## src/rtl/fifo_burst_pkg.sv

```systemverilog
// rtl/fifo_burst_pkg.sv - shared types and constants for the fifo burst drain
package fifo_burst_pkg;
  typedef enum logic [1:0] {DRAIN_IDLE, DRAIN_STREAM, DRAIN_DRAIN} drainState_t;

  localparam int BURSTCOUNTBITS = 16;

  typedef struct packed {
    logic valid;
    logic full;
  } fillStatus_t;
endpackage

```

## src/rtl/fifoConnect.sv

```systemverilog
// rtl/fifoConnect.sv - connection bundle between the fifo core and its clients
interface fifoConnect #(
  parameter int WIDTH = 32,
  parameter int DEPTH = 32
);
  import fifo_burst_pkg::*;

  localparam int FILLBITS = $clog2(DEPTH + 1);

  logic                read;
  logic                write;
  logic [WIDTH-1:0]    datain;
  logic [WIDTH-1:0]    dataout;
  logic [FILLBITS-1:0] fillLevel;
  fillStatus_t         fillStatus;

  modport reader (output read, output write, output datain,
                  input dataout, input fillLevel, input fillStatus);
  modport core   (input read, input write, input datain,
                  output dataout, output fillLevel, output fillStatus);
endinterface

```

## src/rtl/stream_out_reg.sv

```systemverilog
// rtl/stream_out_reg.sv - single-entry valid/ready output register
// Holds its payload stable while the sink stalls; reloads in the same cycle it drains.
module stream_out_reg
  import fifo_burst_pkg::*;
#(
  parameter int PW = 34
) (
  input  logic          clk,
  input  logic          reset,
  input  logic          load,
  input  logic [PW-1:0] load_data,
  input  logic          out_ready,
  output logic          in_ready,
  output logic          out_valid,
  output logic [PW-1:0] out_data
);
  logic          valid_q, valid_d;
  logic [PW-1:0] data_q, data_d;

  always_comb begin
    valid_d = valid_q;
    data_d  = data_q;
    if (load) begin
      valid_d = 1'b1;
      data_d  = load_data;
    end else if (out_ready) begin
      valid_d = 1'b0;
    end
  end

  always_ff @(posedge clk) begin
    if (reset) begin
      valid_q <= 1'b0;
      data_q  <= '0;
    end else begin
      valid_q <= valid_d;
      data_q  <= data_d;
    end
  end

  assign in_ready  = !valid_q || out_ready;
  assign out_valid = valid_q;
  assign out_data  = data_q;
endmodule

```

## src/rtl/fifo_burst_drain.sv

```systemverilog
// rtl/fifo_burst_drain.sv - pops the fifo and re-emits words as framed bursts
// Full bursts start at BURST buffered words; a short flush follows TIMEOUT idle cycles.
module fifo_burst_drain
  import fifo_burst_pkg::*;
#(
  parameter int WIDTH   = 32,
  parameter int DEPTH   = 32,
  parameter int BURST   = 8,
  parameter int TIMEOUT = 64,
  localparam int FILLBITS = $clog2(DEPTH + 1)
) (
  input  logic                      clk,
  input  logic                      reset,
  input  logic                      enable,
  fifoConnect.reader                link,
  output logic [WIDTH-1:0]          m_data,
  output logic                      m_valid,
  input  logic                      m_ready,
  output logic                      m_first,
  output logic                      m_last,
  output logic [FILLBITS-1:0]       burst_len,
  output logic                      flush_pulse,
  output logic [BURSTCOUNTBITS-1:0] burst_count
);
  localparam int TIMERBITS = (TIMEOUT > 0) ? $clog2(TIMEOUT + 1) : 1;
  localparam logic [TIMERBITS-1:0] TIMER_MAX = TIMERBITS'((TIMEOUT > 0) ? TIMEOUT - 1 : 0);
  localparam logic [FILLBITS-1:0]  BURST_LEN = FILLBITS'(BURST);

  if (BURST < 1 || BURST > DEPTH) begin : g_bad_burst
    $error("fifo_burst_drain: BURST must satisfy 1 <= BURST <= DEPTH");
  end

  drainState_t               state_q, state_d;
  logic [FILLBITS-1:0]       remaining_q, remaining_d;
  logic [FILLBITS-1:0]       popped_q, popped_d;
  logic [TIMERBITS-1:0]      timer_q, timer_d;
  logic [FILLBITS-1:0]       burst_len_q, burst_len_d;
  logic                      flush_pulse_q, flush_pulse_d;
  logic [BURSTCOUNTBITS-1:0] burst_count_q, burst_count_d;

  logic             rd;
  logic             out_in_ready;
  logic [WIDTH+1:0] out_payload;

  always_comb begin
    state_d       = state_q;
    remaining_d   = remaining_q;
    popped_d      = popped_q;
    timer_d       = timer_q;
    burst_len_d   = burst_len_q;
    flush_pulse_d = 1'b0;
    burst_count_d = burst_count_q;
    rd            = 1'b0;
    case (state_q)
      DRAIN_IDLE: begin
        if (enable && link.fillLevel >= BURST_LEN) begin
          state_d     = DRAIN_STREAM;
          burst_len_d = BURST_LEN;
          remaining_d = BURST_LEN;
          popped_d    = '0;
          timer_d     = '0;
        end else if (enable && TIMEOUT != 0 && timer_q == TIMER_MAX && link.fillLevel != '0) begin
          state_d       = DRAIN_STREAM;
          burst_len_d   = link.fillLevel;
          remaining_d   = link.fillLevel;
          popped_d      = '0;
          timer_d       = '0;
          flush_pulse_d = 1'b1;
        end else if (link.fillLevel == '0 || link.fillLevel >= BURST_LEN) begin
          timer_d = '0;
        end else if (timer_q != TIMER_MAX) begin
          timer_d = timer_q + 1'b1;
        end
      end
      DRAIN_STREAM: begin
        // Pop only when the output register can take the word this cycle.
        rd = link.fillStatus.valid && remaining_q != '0 && out_in_ready;
        if (rd) begin
          remaining_d = remaining_q - 1'b1;
          popped_d    = popped_q + 1'b1;
          if (remaining_q == FILLBITS'(1)) state_d = DRAIN_DRAIN;
        end
      end
      DRAIN_DRAIN: begin
        if (m_valid && m_ready && m_last) begin
          burst_count_d = burst_count_q + 1'b1;
          state_d       = DRAIN_IDLE;
        end
      end
      default: state_d = DRAIN_IDLE;
    endcase
  end

  always_ff @(posedge clk) begin
    if (reset) begin
      state_q       <= DRAIN_IDLE;
      remaining_q   <= '0;
      popped_q      <= '0;
      timer_q       <= '0;
      burst_len_q   <= '0;
      flush_pulse_q <= 1'b0;
      burst_count_q <= '0;
    end else begin
      state_q       <= state_d;
      remaining_q   <= remaining_d;
      popped_q      <= popped_d;
      timer_q       <= timer_d;
      burst_len_q   <= burst_len_d;
      flush_pulse_q <= flush_pulse_d;
      burst_count_q <= burst_count_d;
    end
  end

  stream_out_reg #(.PW(WIDTH + 2)) u_out (
    .clk       (clk),
    .reset     (reset),
    .load      (rd),
    .load_data ({popped_q == '0, remaining_q == FILLBITS'(1), link.dataout}),
    .out_ready (m_ready),
    .in_ready  (out_in_ready),
    .out_valid (m_valid),
    .out_data  (out_payload)
  );

  assign m_first     = out_payload[WIDTH+1];
  assign m_last      = out_payload[WIDTH];
  assign m_data      = out_payload[WIDTH-1:0];
  assign burst_len   = burst_len_q;
  assign flush_pulse = flush_pulse_q;
  assign burst_count = burst_count_q;

  assign link.read   = rd;
  assign link.write  = 1'b0;
  assign link.datain = '0;
endmodule

```

## src/flat_wrapper.sv

```systemverilog
// flat-port wrapper written by rule: the top's interface ports become plain ports
module fifo_burst_drain_flat import fifo_burst_pkg::*;
#(
  parameter int WIDTH   = 32,
  parameter int DEPTH   = 32,
  parameter int BURST   = 8,
  parameter int TIMEOUT = 64,
  localparam int FILLBITS = $clog2(DEPTH + 1)
)
  (clk, reset, enable, m_data, m_valid, m_ready, m_first, m_last, burst_len, flush_pulse, burst_count, link_read, link_write, link_datain, link_dataout, link_fillLevel, link_fillStatus);
  fifoConnect #(.WIDTH(WIDTH), .DEPTH(DEPTH)) link_i ();
  input  logic clk;
  input  logic reset;
  input  logic enable;
  output logic [WIDTH-1:0] m_data;
  output logic m_valid;
  input  logic m_ready;
  output logic m_first;
  output logic m_last;
  output logic [FILLBITS-1:0] burst_len;
  output logic flush_pulse;
  output logic [BURSTCOUNTBITS-1:0] burst_count;
  output wire logic [$bits(link_i.read)-1:0] link_read;
  output wire logic [$bits(link_i.write)-1:0] link_write;
  output wire logic [$bits(link_i.datain)-1:0] link_datain;
  input wire logic [$bits(link_i.dataout)-1:0] link_dataout;
  input wire logic [$bits(link_i.fillLevel)-1:0] link_fillLevel;
  input wire logic [$bits(link_i.fillStatus)-1:0] link_fillStatus;
  assign link_read = link_i.read;
  assign link_write = link_i.write;
  assign link_datain = link_i.datain;
  assign link_i.dataout = link_dataout;
  assign link_i.fillLevel = link_fillLevel;
  assign link_i.fillStatus = link_fillStatus;
  fifo_burst_drain #(.WIDTH(WIDTH), .DEPTH(DEPTH), .BURST(BURST), .TIMEOUT(TIMEOUT)) u_core (.clk(clk), .reset(reset), .enable(enable), .link(link_i), .m_data(m_data), .m_valid(m_valid), .m_ready(m_ready), .m_first(m_first), .m_last(m_last), .burst_len(burst_len), .flush_pulse(flush_pulse), .burst_count(burst_count));
endmodule
```

## config.mk

```make
export PLATFORM = sky130hd
export DESIGN_NAME = fifo_burst_drain_flat
export DESIGN_NICKNAME = d
export VERILOG_FILES = /design/src/rtl/fifo_burst_pkg.sv /design/src/rtl/fifoConnect.sv /design/src/rtl/stream_out_reg.sv /design/src/rtl/fifo_burst_drain.sv /design/src/flat_wrapper.sv
export SDC_FILE = /design/constraint.sdc
export NUM_CORES = 1
export LEC_CHECK = 0
export CAP_MARGIN = 20
export CORE_MARGIN = 2
export CORE_UTILIZATION = 47
export CTS_CLUSTER_DIAMETER = 60
export DETAILED_ROUTE_END_ITERATION = 10
export PLACE_DENSITY = 0.84
export SLEW_MARGIN = 20
export SYNTH_ARGS = -nofsm -noshare
export SYNTH_HDL_FRONTEND = slang
export SYNTH_HIERARCHICAL = 1
export SYNTH_SLANG_ARGS = --single-unit
export TNS_END_PERCENT = 10
```

## constraint.sdc

```tcl
create_clock -name clk -period 5.6 [get_ports clk]
set_input_delay 0.84 -clock clk [delete_from_list [all_inputs] [get_ports clk]]
set_output_delay 0.84 -clock clk [all_outputs]
set_load 0.1 [all_outputs]
```

# --- After elaboration in Yosys (flattened, before gate mapping) ---
# Index checks and enable logic that the tools add are counted.
classes:
  order_cmp: 1
  n_mux: 22
  reduce_logical: 25
  n_eq_ne: 9
  bitwise_logic: 1
  add_sub_neg: 4
op_table:
  columns: ["cell", "count"]
  rows:
  - ["$mux 6", 6]
  - ["$mux 7", 4]
  - ["$pmux 6 s2", 2]
  - ["$add 16x1->16 const B", 1]
  - ["$logic_not 6->1", 2]
  - ["$reduce_bool 6->1", 2]
  - ["$mux 2", 5]
  - ["$add 7x1->7 const B", 1]
  - ["$eq 7x6->1 const B", 1]
  - ["$logic_and 1x1->1", 7]
  - ["$ne 7x6->1 const B", 1]
  - ["$add 6x1->6 const B", 1]
  - ["$eq 6x1->1 const B", 1]
  - ["$ge 6x4->1 const B", 1]
  - ["$pmux 2 s3", 1]
  - ["$reduce_and 2->1", 3]
  - ["$reduce_bool 2->1", 3]
  - ["$sub 6x1->6 const B", 1]
  - ["$mux 1", 4]
  - ["$ne 2x1->1 const B", 2]
  - ["$reduce_and 4->1", 1]
  - ["$reduce_bool 4->1", 1]
  - ["$ne 3x1->1 const B", 1]
  - ["$reduce_and 3->1", 1]
  - ["8 further kinds", 9]
word_totals:
  regBits: 79
  output_inout_bits: 92
  in_bits: 44

# --- Depth between registers and ports, before layout ---
# Gate-level depths: netlist of the first run.
logic_depth:
  depth_word: 6
  depth_mapped: 7
  depth_no_buf: 6

# --- Modules after synthesis ---
# The synthesis of the first run kept the hierarchy.
modules_own_cells:
  columns: ["module", "seq_area_each_um2", "area_per_inst_um2", "instances", "cells_per_inst"]
  rows:
  - ["fifo_burst_drain", 880.8, 2467.4, 1, 294]
  - ["stream_out_reg", 700.7, 1272.5, 1, 114]

# --- Least setup slack after synthesis of the first run ---
# Ideal clock, no wire load.
synth_timing:
  kind: "input to output"
  from: "input port m_ready"
  to: "output port link_read"
  required_time_ns: 4.760
  arrival_time_ns: 2.060
  n_path_buf: 0
  cell_stages: 3
  slack_ns: 2.700
  path_cell_list: "nand2b_1 nand2_1 a211oi_4"
synth_between:
  elab_chain_len: 3
synth_lines:
  columns: ["element", "line_no", "source"]
  rows:
  - ["from (decl)", "flat_wrapper.sv:17", "input logic m_ready;"]
  - ["$logic_or 1x1->1", "stream_out_reg.sv:41", "assign in_ready = !valid_q || out_ready;"]
  - ["$logic_and 1x1->1", "fifo_burst_drain.sv:77", "rd = link.fillStatus.valid && remaining_q != '0 && out_in_ready;"]
  - ["$mux 1", "fifo_burst_drain.sv:54", "case (state_q)"]
  - ["to (decl)", "flat_wrapper.sv:23", "output wire logic [$bits(link_i.read)-1:0] link_read;"]
# No other way between the ends.

# --- Final worst setup path of the first run ---
layout_timing:
  from: "input port m_ready"
  to: "output port link_read"
layout_between:
  elab_chain_len: 3
layout_lines:
  columns: ["element", "line_no", "source"]
  rows:
  - ["$logic_or 1x1->1", "stream_out_reg.sv:41", null]
  - ["named net u_core.out_in_ready", "fifo_burst_drain.sv:42", "logic out_in_ready;"]
  - ["$logic_and 1x1->1", "fifo_burst_drain.sv:77", null]
  - ["$mux 1", "fifo_burst_drain.sv:54", null]
# The timed path passes the listed nets, and every way through them passes these cells.

==> impl_metrics.csv, run 1 <==
group,metric,value,unit
finish,insertedDiodeCount,0,
global_routing,global_route.usage.total,0.1838,
yosys,yosysWarnings,6,
finish,syn_to_final_growth,28.74,%
hold_path,min-delay-path-class,"flip-flop to flip-flop",
setup_path,critPathArrivalTime,2.94,ns
yosys,ys_seq_area_frac,0.4229,
setup_path,rr_startpoint,"u_core/state_q[1]",
clocking,cts_tree,"built",
clocking,worst_skew_pair.late_latency,0.34,ns
setup_path,worst-endpoint-required,4.76,ns
global_routing,largest_net_degree_at_the_start_of_global_routing,46,
power,p_per_area,296.5,mW/mm^2
timing,clock_skew_after_layout,0.01630,ns
clocking,clock_path_buffers,2,
timing,worstMarginPinSlew,1.006,ns
setup_path,crit_path_end_kind,"output port",
timing,hold_viol,0,
global_routing,number_of_global_route_vias_before_repair,2842,
die,start_util,0.4840,
finish,final_nets,554,
hold_path,min_delay_path_depth,1,
detailed_routing,post_drt_via_cell_ratio,5.172,
power,vdd_ir_drop_max,152.3,uV
die,num_rows,32,
yosys,netlist_instances,408,
yosys,synthesis.area_per_instance,9.166,sq um
placed_design,place_ws,1.813,ns
yosys,synth_largest_type_area_fraction,0.4229,
clocking,reg_clk_slew_reported_paths,0.08,ns
timing,setup_viol_count_final,0,
clocking,post_cts.repair.setup_buffers,0,
timing,post_layout_minimum_cycle_time,3.782,ns
yosys,synthSimpleGateAreaFrac,0.2027,
timing,max_slew_margin,0.3272,
setup_path,r2r_end,"u_core/remaining_q[3]",
timing,period_utilisation_layout,0.6753,
setup_path,cp_common_cell,"sky130_fd_sc_hd__clkdlybuf4s50_1",
timing,worst_slack,1.818,ns
placed_design,weighted_congestion_reported_at_the_end_of_routability_driven_placement,0.7944,
finish,final_layout_size_suffix_gt1_frac,0.05118,
yosys,synth.cell_area,0.003740,sq mm
setup_path,critical_path.max_stage_delay,1.17,ns
global_routing,grt_antenna_before_repair,0,
clocking,post_cts_resized,0,
setup_path,timing.critical_path.from_type,"input port",
yosys,synthDominantAreaCellType,"sky130_fd_sc_hd__dfxtp_1",
setup_path,setup.worst_path.class,"input port to output port",
setup_path,crit_chain,"clkdlybuf4s50_1 -> nand2b_1 -> nand2_1 -> a211oi_4 -> clkdlybuf4s50_1",
detailed_routing,routed_wire_length_per_instance,13.50,um
finish,layout.filler_cells,645,
yosys,synth.area.mux_share,0.1017,
hold_path,whs_endpoint,"u_core/burst_len[5]",
yosys,synth-main-ff-cell,"sky130_fd_sc_hd__dfxtp_1",
yosys,synth_fa_ha_area_frac,0.02342,
setup_path,timing.critical_path.slowest_stage_cell,"sky130_fd_sc_hd__clkdlybuf4s50_1",
job,maxCapViolations,0,
hold_path,worstHoldStart,"u_core/burst_len[5]",
timing,tns,0,ns
setup_path,critPathMaxFanout,3,
power,power_leakage,1.706,nW
die,chipWidth,93.20,um
timing,timing.final.max_slew_violations,0,
yosys,async_flop_share,0,
yosys,synth_enable_flop_cells,0,
detailed_routing,num_vias,3155,
die,design.portCount,136,
placed_design,buffer_ports.inserted,101,
detailed_routing,post-route-drc-count,0,
finish,layout.cells.most_common,"sky130_fd_sc_hd__clkdlybuf4s50_1",
yosys,synth.area.top_cells,"sky130_fd_sc_hd__dfxtp_1, sky130_fd_sc_hd__mux2i_1, sky130_fd_sc_hd__nor2_1, sky130_fd_sc_hd__buf_4, sky130_fd_sc_hd__nand3_1",
finish,layout_common_cells,"sky130_fd_sc_hd__clkdlybuf4s50_1, sky130_fd_sc_hd__dfxtp_1, sky130_fd_sc_hd__nor2_1, sky130_fd_sc_hd__mux2i_1, sky130_fd_sc_hd__conb_1",
run_status,run_status,"complete, no violations",
setup_path,crit_family,"buffers and inverters",
clocking,cts_num_sinks,79,
yosys,ys_ff_latch,79,
die,dieArea,0.008686,sq mm
global_routing,global_route.overflow_total,0,
clocking,cts_hold_repair.buffers,0,
setup_path,worst-r2r-setup-slack,3.01,ns
global_routing,grt_first_pass_wirelength,13000,um
detailed_routing,first_iter_violations,105,
setup_path,r2r.worst_path.cells,6,
yosys,xor_and_xnor_area_share_after_synthesis,0.03279,
yosys,netlist-cell-type-count,53,
detailed_routing,antenna_left,0,
setup_path,critical_path.n_buffers_inverters,2,
detailed_routing,drt_total_wl,8236,um
die,chipHeight,93.20,um
clocking,cts_buffers,9,
timing,rsz0062_at_grt,"no",
yosys,dominant_combinational_cell_family_by_area_after_synthesis,"simple AND/OR/NAND/NOR gates",
die,core_area,0.007727,sq mm
yosys,synth-compound-area-share,0.1057,
placed_design,hpwl,5923,um
clocking,htreeDepth,3,
timing,max_clock_freq,264.4,MHz
clocking,clock-root-buffer,"sky130_fd_sc_hd__clkbuf_8",
detailed_routing,firstDrtPassIters,4,
[registers in the layout (all words and copies together), names as in the netlist]
signal / count
u_core/u_out/out_data: 34
u_core/remaining_q: 6
u_core/popped_q: 6
u_core/timer_q: 7
u_core/burst_count: 16
u_core/burst_len: 6
u_core/u_out/out_valid: 1
u_core/flush_pulse: 1
u_core/state_q: 2
[worst max path at each step]
stage	from	end	cells past startpoint
3_5_place_dp	m_ready	link_read	5
5_1_grt	m_ready	link_read	5
3_3_place_gp	m_ready	link_read	5
4_1_cts	m_ready	link_read	5
2_1_floorplan	m_ready	link_read	3
6_report	m_ready	link_read	5
[cell usage after synthesis (2+ instances only)]
cell / number
sky130_fd_sc_hd__a21oi_1: 17
sky130_fd_sc_hd__nor3b_1: 3
sky130_fd_sc_hd__xor2_1: 10
sky130_fd_sc_hd__nand3_1: 20
sky130_fd_sc_hd__buf_6: 2
sky130_fd_sc_hd__buf_2: 4
sky130_fd_sc_hd__dfxtp_1: 79
sky130_fd_sc_hd__and4_1: 2
sky130_fd_sc_hd__nor4_1: 4
sky130_fd_sc_hd__xnor2_1: 4
sky130_fd_sc_hd__a311oi_1: 2
sky130_fd_sc_hd__buf_12: 3
sky130_fd_sc_hd__nor3_1: 7
sky130_fd_sc_hd__or3_1: 5
sky130_fd_sc_hd__a211oi_1: 2
sky130_fd_sc_hd__o31ai_1: 2
sky130_fd_sc_hd__mux2i_1: 38
sky130_fd_sc_hd__and3_1: 5
sky130_fd_sc_hd__nand2_1: 18
sky130_fd_sc_hd__and2_1: 4
sky130_fd_sc_hd__nor2b_1: 2
sky130_fd_sc_hd__nand3b_1: 2
sky130_fd_sc_hd__a41oi_1: 2
sky130_fd_sc_hd__a22oi_1: 3
sky130_fd_sc_hd__o21ai_0: 8
sky130_fd_sc_hd__o21ai_1: 4
sky130_fd_sc_hd__ha_1: 7
sky130_fd_sc_hd__inv_1: 7
sky130_fd_sc_hd__nand2b_1: 3
sky130_fd_sc_hd__nand4_1: 6
sky130_fd_sc_hd__a31oi_1: 3
sky130_fd_sc_hd__clkbuf_1: 9
sky130_fd_sc_hd__nor2_1: 68
sky130_fd_sc_hd__buf_4: 33
sky130_fd_sc_hd__o41ai_1: 2
[worst register-to-register path, cell delays in order (launching register included)]
cell	delay (ns)
sky130_fd_sc_hd__dfxtp_1	0.36
sky130_fd_sc_hd__nand2b_2	0.34
sky130_fd_sc_hd__a211oi_4	0.29
sky130_fd_sc_hd__buf_4	0.56
sky130_fd_sc_hd__o21bai_1	0.52
sky130_fd_sc_hd__mux2i_1	0.31
sky130_fd_sc_hd__o21ai_1	0.08
[layer usage]
metal	wire [um]	track usage
met5	0	0
met4	119	0.06618
met3	567	0.04029
met2	3861	0.3122
met1	3687	0.2295
[cells by family (layout without fill, tap and decap cells)]
kind of cell    Yosys count  after routing
xor+xnor                 14             14
fa+ha+maj                 7              7
buf+inv                  58            126
other cells               1             33
compound gates           56             56
flops                    79             79
mux                      38             38
simple gates            155            155
[where the power goes]
group | switching, mW | internal [mW] | total, mW
logic | 0.308 | 0.107 | 0.415
clock network | 0.201 | 0.206 | 0.407
registers | 0.0206 | 0.585 | 0.605
total | 0.530 | 0.898 | 1.43
[final cells by class]
cell class | count | area (sq um) | area share
Tap cell | 102 | 127.6 | 0.02651
Clock buffer | 11 | 131.4 | 0.02729
Sequential cell | 79 | 1582 | 0.3285
Timing Repair Buffer | 103 | 1021 | 0.2121
Inverter | 7 | 26.28 | 0.005457
Multi-Input combinational cell | 303 | 1868 | 0.3880
Clock inverter | 5 | 58.81 | 0.01221
[through the flow]
step | power, mW | hold WS (ns) | area (sq um) | utilization | instances
detailed placement | 1.032 | 0.4692 | 4624 | 0.5984 | 594
global route | 1.489 | 0.4935 | 4815 | 0.6231 | 610
floorplan | 0.9743 | 0.4519 | 3860 | - | 440
finish | 1.427 | 0.4816 | 4815 | 0.6231 | 610
global placement | 1.025 | 0.4643 | 4624 | 0.5984 | 594
CTS | 1.440 | 0.4801 | 4815 | 0.6231 | 610
(Power assumes the default switching activity.)
==> run 2, diff against run 1 <==
--- a/config.mk
+++ b/config.mk
@@ -7,10 +7,10 @@
 export LEC_CHECK = 0
 export CAP_MARGIN = 20
 export CORE_MARGIN = 2
-export CORE_UTILIZATION = 47
+export CORE_UTILIZATION = 45
 export CTS_CLUSTER_DIAMETER = 60
 export DETAILED_ROUTE_END_ITERATION = 10
-export PLACE_DENSITY = 0.84
+export PLACE_DENSITY = 0.81
 export SLEW_MARGIN = 20
 export SYNTH_ARGS = -nofsm -noshare
 export SYNTH_HDL_FRONTEND = slang
==> constraint.sdc (replaced) <==
create_clock -name clk -period 3.6 [get_ports clk]
set_input_delay 0.54 -clock clk [delete_from_list [all_inputs] [get_ports clk]]
set_output_delay 0.54 -clock clk [all_outputs]
set_load 0.1 [all_outputs]
==> impl_metrics.csv, run 2 (synthesis results as in run 1) <==
group,metric,value,unit
global_routing,global_route.overflow_total,0,
finish,final_nets,556,
timing,max_clock_freq,394.4,MHz
finish,largest_reg_flops,34,
detailed_routing,antenna_left,0,
power,vdd_ir_drop_max,248.2,uV
power,power.share.clock,0.294,
detailed_routing,post_drt_via_cell_ratio,5.089,
die,core_area,0.008134,sq mm
job,maxCapViolations,0,
setup_path,setup.worst_path.class,"flip-flop to flip-flop",
detailed_routing,drt_total_wl,8574,um
power,design_power_total,2.257,mW
setup_path,critPathArrivalTime,2.80,ns
timing,worstMarginPinSlew,1.002,ns
power,power_leakage,1.735,nW
clocking,clock_path_buffers,2,
clocking,cts_tree,"built",
global_routing,number_of_global_route_vias_before_repair,2932,
clocking,htreeDepth,3,
finish,syn_to_final_growth,29.74,%
die,dieArea,0.009056,sq mm
setup_path,critPathMaxFanout,10,
finish,layout.cells.most_common,"sky130_fd_sc_hd__clkdlybuf4s50_1",
run_status,run_status,"complete, no violations",
hold_path,worstHoldStart,"u_core/burst_len[4]",
timing,post_layout_minimum_cycle_time,2.535,ns
placed_design,hpwl,6161,um
detailed_routing,top_layer,"met4",
power,power.net_switching,0.8379,mW
die,start_util,0.4598,
global_routing,global_route.usage.total,0.1902,
setup_path,rr_startpoint,"u_core/timer_q[0]",
clocking,cts_buffers,9,
power,power.sequential.fraction,0.417,
setup_path,worst-endpoint-required,3.87,ns
detailed_routing,num_vias,3130,
finish,final_layout_size_suffix_gt1_frac,0.05882,
die,num_rows,33,
finish,final_util,0.5965,
power,p_per_area,465.2,mW/mm^2
timing,hold_viol,0,
power,power_report.internal_total,1.419,mW
placed_design,weighted_congestion_reported_at_the_end_of_routability_driven_placement,0.8031,
timing,setup_viol_count_final,0,
die,chipHeight,95.17,um
timing,timing.final.max_slew_violations,0,
setup_path,critical_path.max_stage_delay,0.74,ns
power,comb_power_share,0.288,
clocking,cts_hold_repair.buffers,0,
detailed_routing,wl_met2,4123,um
clocking,worst_skew_pair.late_latency,0.35,ns
detailed_routing,first_iter_violations,168,
detailed_routing,met3RoutedLength,744,um
detailed_routing,routed_wire_length_per_instance,13.94,um
detailed_routing,m1_wire_length,3624,um
power,power.share.switching,0.3712,
die,chipWidth,95.17,um
timing,max_slew_margin,0.3297,
timing,period_utilisation_layout,0.7042,
die,design.portCount,136,
clocking,post_cts.repair.setup_buffers,0,
hold_path,min-delay-path-class,"flip-flop to flip-flop",
placed_design,buffer_ports.inserted,101,
global_routing,grt_first_pass_wirelength,13530,um
detailed_routing,firstDrtPassIters,5,
timing,rsz0062_at_grt,"no",
global_routing,largest_net_degree_at_the_start_of_global_routing,34,
setup_path,crit_path_end_kind,"flip-flop",
clocking,post_cts_resized,0,
timing,tns,0,ns
setup_path,crit_chain,"ha_1 -> nand3_2 -> o41a_1 -> o21bai_1 -> nand4_1 -> a31oi_1",
timing,clock_skew_after_layout,0.01058,ns
setup_path,timing.critical_path.from_type,"flip-flop",
finish,insertedDiodeCount,0,
placed_design,dpl_cell_area,0.004653,sq mm
clocking,reg_clk_slew_reported_paths,0.08,ns
setup_path,cp-startpoint,"u_core/timer_q[0]",
clocking,clock-root-buffer,"sky130_fd_sc_hd__clkbuf_8",
finish,layout_common_cells,"sky130_fd_sc_hd__clkdlybuf4s50_1, sky130_fd_sc_hd__dfxtp_1, sky130_fd_sc_hd__nor2_1, sky130_fd_sc_hd__mux2i_1, sky130_fd_sc_hd__conb_1",
setup_path,timing.critical_path.slowest_stage_cell,"sky130_fd_sc_hd__o21bai_1",
finish,finalInstanceArea,0.004852,sq mm
global_routing,grt_antenna_before_repair,0,
detailed_routing,post-route-drc-count,0,
clocking,cts_num_sinks,79,
## run 2: cell count changes in the layout (fill, tap and decap cells not counted)
cell,before,now
sky130_fd_sc_hd__clkinvlp_4,2,0
sky130_fd_sc_hd__clkinv_2,1,2
sky130_fd_sc_hd__clkbuf_8,9,10
sky130_fd_sc_hd__buf_4,2,4
sky130_fd_sc_hd__clkbuf_1,2,1
sky130_fd_sc_hd__buf_12,0,1
sky130_fd_sc_hd__clkdlybuf4s50_1,100,99
sky130_fd_sc_hd__clkinv_4,1,2
## run 2: final cells by class
cell class | count | area (sq um)
inverters | 7 | 26.28
clock inverters | 5 | 57.56
fillers | 694 | 3282
flip-flops and latches | 79 | 1582
multi-input cells | 303 | 1868
well taps | 105 | 131.4
repair buffers | 105 | 1046
clock buffers | 11 | 141.4
## run 2: worst max-delay path: cells and delay by family, from the launching register on
kind / cells / cell delay [ns]
AND/OR/NAND/NOR: 2 / 0.35
flip-flops: 1 / 0.43
AO/OA/AOI/OAI: 3 / 1.42
adder cells (fa/ha/maj): 1 / 0.26
## run 2: path summary, 6_finish.rpt
kind	endpoint	slack [ns]	cells after the start
max	u_core/remaining_q[0]	1.06	6
min	u_core/burst_len[4]	0.49	1
max reg2reg	u_core/remaining_q[0]	1.06	6
min reg2reg	u_core/burst_len[4]	0.49	1
## run 2: per-layer routing
layer  vias to the layer above  global-route usage
li1                       1555                   -
met1                      1455              0.2300
met2                       114              0.3192
met3                         6             0.05217
met4                         0             0.07729
met5                         -                   0
## run 2: stage by stage
step	hold slack, ns	worst slack [ns]	instances
final	0.4864	1.065	615
after global placement	0.4642	0.7858	599
after CTS	0.4871	1.060	615
after global routing	0.5067	0.8409	615
after detailed placement	0.4702	0.7040	599
after floorplan	0.4519	0.8422	440
## run 2: power by group through the flow
stage / combinational (mW) / clock [mW] / sequential [mW]
global placement: 0.640 / 0 / 0.960
floorplan: 0.404 / 0 / 1.11
finish: 0.651 / 0.665 / 0.942
CTS: 0.652 / 0.684 / 0.941
detailed placement: 0.649 / 0 / 0.962
global route: 0.687 / 0.722 / 0.947
==> run 3, diff against run 2 <==
--- a/config.mk
+++ b/config.mk
@@ -7,10 +7,10 @@
 export LEC_CHECK = 0
 export CAP_MARGIN = 20
 export CORE_MARGIN = 2
-export CORE_UTILIZATION = 45
+export CORE_UTILIZATION = 40
 export CTS_CLUSTER_DIAMETER = 60
 export DETAILED_ROUTE_END_ITERATION = 10
-export PLACE_DENSITY = 0.81
+export PLACE_DENSITY = 0.76
 export SLEW_MARGIN = 20
 export SYNTH_ARGS = -nofsm -noshare
 export SYNTH_HDL_FRONTEND = slang
==> constraint.sdc (replaced) <==
create_clock -name clk -period 2.1 [get_ports clk]
set_input_delay 0.315 -clock clk [delete_from_list [all_inputs] [get_ports clk]]
set_output_delay 0.315 -clock clk [all_outputs]
set_load 0.1 [all_outputs]
==> impl_metrics.csv, run 3 (synthesis results as in run 1) <==
group,metric,value,unit
power,power_report.internal_total,2.435,mW
timing,rsz0062_at_grt,"yes",
finish,final_layout_size_suffix_gt1_frac,0.2073,
power,vdd_ir_drop_max,437.3,uV
detailed_routing,first_iter_violations,142,
global_routing,global_route.usage.total,0.1622,
finish,multiInputGateArea,0.001889,sq mm
clocking,cts_tree,"built",
timing,clock_skew_after_layout,0.01069,ns
clocking,reg_clk_slew_reported_paths,0.08,ns
clocking,worst_skew_pair.late_latency,0.35,ns
clocking,cts_num_sinks,79,
setup_path,worst-endpoint-required,2.31,ns
power,power.net_switching,1.450,mW
die,dieArea,0.01014,sq mm
timing,period_utilisation_layout,0.9498,
global_routing,number_of_global_route_vias_before_repair,2812,
timing,hold_viol,0,
setup_path,setup.worst_path.class,"flip-flop to flip-flop",
clocking,post_cts.repair.setup_buffers,0,
detailed_routing,num_vias,3191,
finish,layout.cells.most_common,"sky130_fd_sc_hd__dfxtp_1",
timing,hold_ws,0.2699,ns
timing,max_clock_freq,501.3,MHz
die,chipHeight,100.7,um
finish,largest_reg_flops,34,
finish,insertedDiodeCount,0,
global_routing,global_route.overflow_total,0,
finish,layout_common_cells,"sky130_fd_sc_hd__dfxtp_1, sky130_fd_sc_hd__buf_4, sky130_fd_sc_hd__nor2_1, sky130_fd_sc_hd__clkdlybuf4s50_1, sky130_fd_sc_hd__mux2i_1",
clocking,htreeDepth,3,
die,chipWidth,100.7,um
power,p_per_area,799.8,mW/mm^2
timing,timing.final.max_slew_violations,0,
power,power_leakage,1.926,nW
global_routing,grt_antenna_before_repair,0,
global_routing,grt_first_pass_wirelength,13170,um
power,comb_power_share,0.300,
detailed_routing,routed_wire_length_per_instance,13.39,um
die,design.portCount,136,
global_routing,largest_net_degree_at_the_start_of_global_routing,34,
finish,sequential_cell_area,0.001588,sq mm
timing,setup_viol_count_final,0,
timing,post_layout_minimum_cycle_time,1.995,ns
setup_path,timing.critical_path.from_type,"flip-flop",
detailed_routing,post_drt_via_cell_ratio,5.049,
finish,layout.filler_cells,851,
power,design_power_total,3.885,mW
setup_path,critPathArrivalTime,2.21,ns
hold_path,min-delay-path-class,"input port to flip-flop",
placed_design,buffer_ports.inserted,101,
detailed_routing,drt_total_wl,8461,um
finish,final_nets,568,
power,power.sequential.fraction,0.417,
power,power.share.clock,0.283,
clocking,clock-root-buffer,"sky130_fd_sc_hd__clkbuf_8",
setup_path,critPathMaxFanout,7,
clocking,cts_buffers,9,
die,start_util,0.4086,
finish,syn_to_final_growth,29.88,%
setup_path,crit_path_end_kind,"flip-flop",
placed_design,weighted_congestion_reported_at_the_end_of_routability_driven_placement,0.8624,
power,power.share.switching,0.3732,
detailed_routing,antenna_left,0,
die,num_rows,35,
placed_design,hpwl,6290,um
die,core_area,0.009153,sq mm
detailed_routing,post-route-drc-count,0,
job,maxCapViolations,0,
clocking,clock_path_buffers,2,
timing,tns,0,ns
detailed_routing,firstDrtPassIters,5,
run_status,run_status,"complete, no violations",
==> run 3: cell count changes in the layout (fill, tap and decap cells not counted), moves of 2 or more <==
cell and delta:
sky130_fd_sc_hd__inv_1 -2, sky130_fd_sc_hd__inv_2 +2, sky130_fd_sc_hd__dfxtp_1 -3, sky130_fd_sc_hd__buf_4 +67, sky130_fd_sc_hd__buf_12 +3, sky130_fd_sc_hd__clkdlybuf4s50_1 -58
sky130_fd_sc_hd__dfxtp_2 +2
==> run 3: timing repair <==
action                                  CTS  global route
gates resized for setup                   0             2
hold endpoints to repair                  0             0
endpoints found under the setup margin    0            15
hold buffers                              0             0
==> run 3: layout make-up <==
cell class / instances / area share
clock buffers: 10 / 0.02628
clock inverters: 5 / 0.01211
flip-flops and latches: 79 / 0.3269
inverters: 7 / 0.005410
repair buffers: 117 / 0.2117
well taps: 111 / 0.02859
multi-input cells: 303 / 0.3890
==> run 3: metal layers <==
metal / vias to the layer above / track usage / share of wire
met5: - / 0 / 0
met4: 0 / 0.05796 / 0.010
met3: 8 / 0.04092 / 0.077
met2: 143 / 0.2574 / 0.44
met1: 1465 / 0.2137 / 0.47
li1: 1575 / - / -
==> run 3: worst paths after layout <==
path / end / slack (ns) / from / cells past startpoint
setup / recovery: u_core/remaining_q[5] / 0.11 / u_core/timer_q[1] / 6
hold reg to reg: u_core/burst_len[4] / 0.48 / u_core/burst_len[4] / 1
setup reg to reg: u_core/remaining_q[5] / 0.11 / u_core/timer_q[1] / 6
hold / removal: u_core/remaining_q[1] / 0.27 / reset / 2
==> run 3: through the flow <==
stage	setup slack, ns	cell area [sq um]	utilization	std cells
2_1_floorplan	-0.3182	3882	-	440
3_3_place_gp	0.02875	4666	0.5098	617
3_5_place_dp	0.0003382	4666	0.5098	617
4_1_cts	0.05465	4852	0.5301	632
5_1_grt	-0.005187	4857	0.5307	632
6_report	0.1054	4857	0.5307	632
==> run 3: worst max-delay path, stage by stage (launching register included) <==
cell and delay [ns]:
sky130_fd_sc_hd__dfxtp_1 0.39, sky130_fd_sc_hd__ha_1 0.24, sky130_fd_sc_hd__nand3_2 0.15, sky130_fd_sc_hd__o41ai_1 0.54
sky130_fd_sc_hd__a31oi_2 0.26, sky130_fd_sc_hd__a21oi_1 0.19, sky130_fd_sc_hd__o21ai_0 0.09
==> run 3: power by group through the flow <==
| stage | sequential [mW] | combinational [mW] | clock, mW |
|---|---|---|---|
| finish | 1.62 | 1.17 | 1.10 |
| global route | 1.63 | 1.23 | 1.20 |
| CTS | 1.62 | 1.16 | 1.14 |
| detailed placement | 1.65 | 1.16 | 0 |
| global placement | 1.65 | 1.15 | 0 |
| floorplan | 1.91 | 0.696 | 0 |
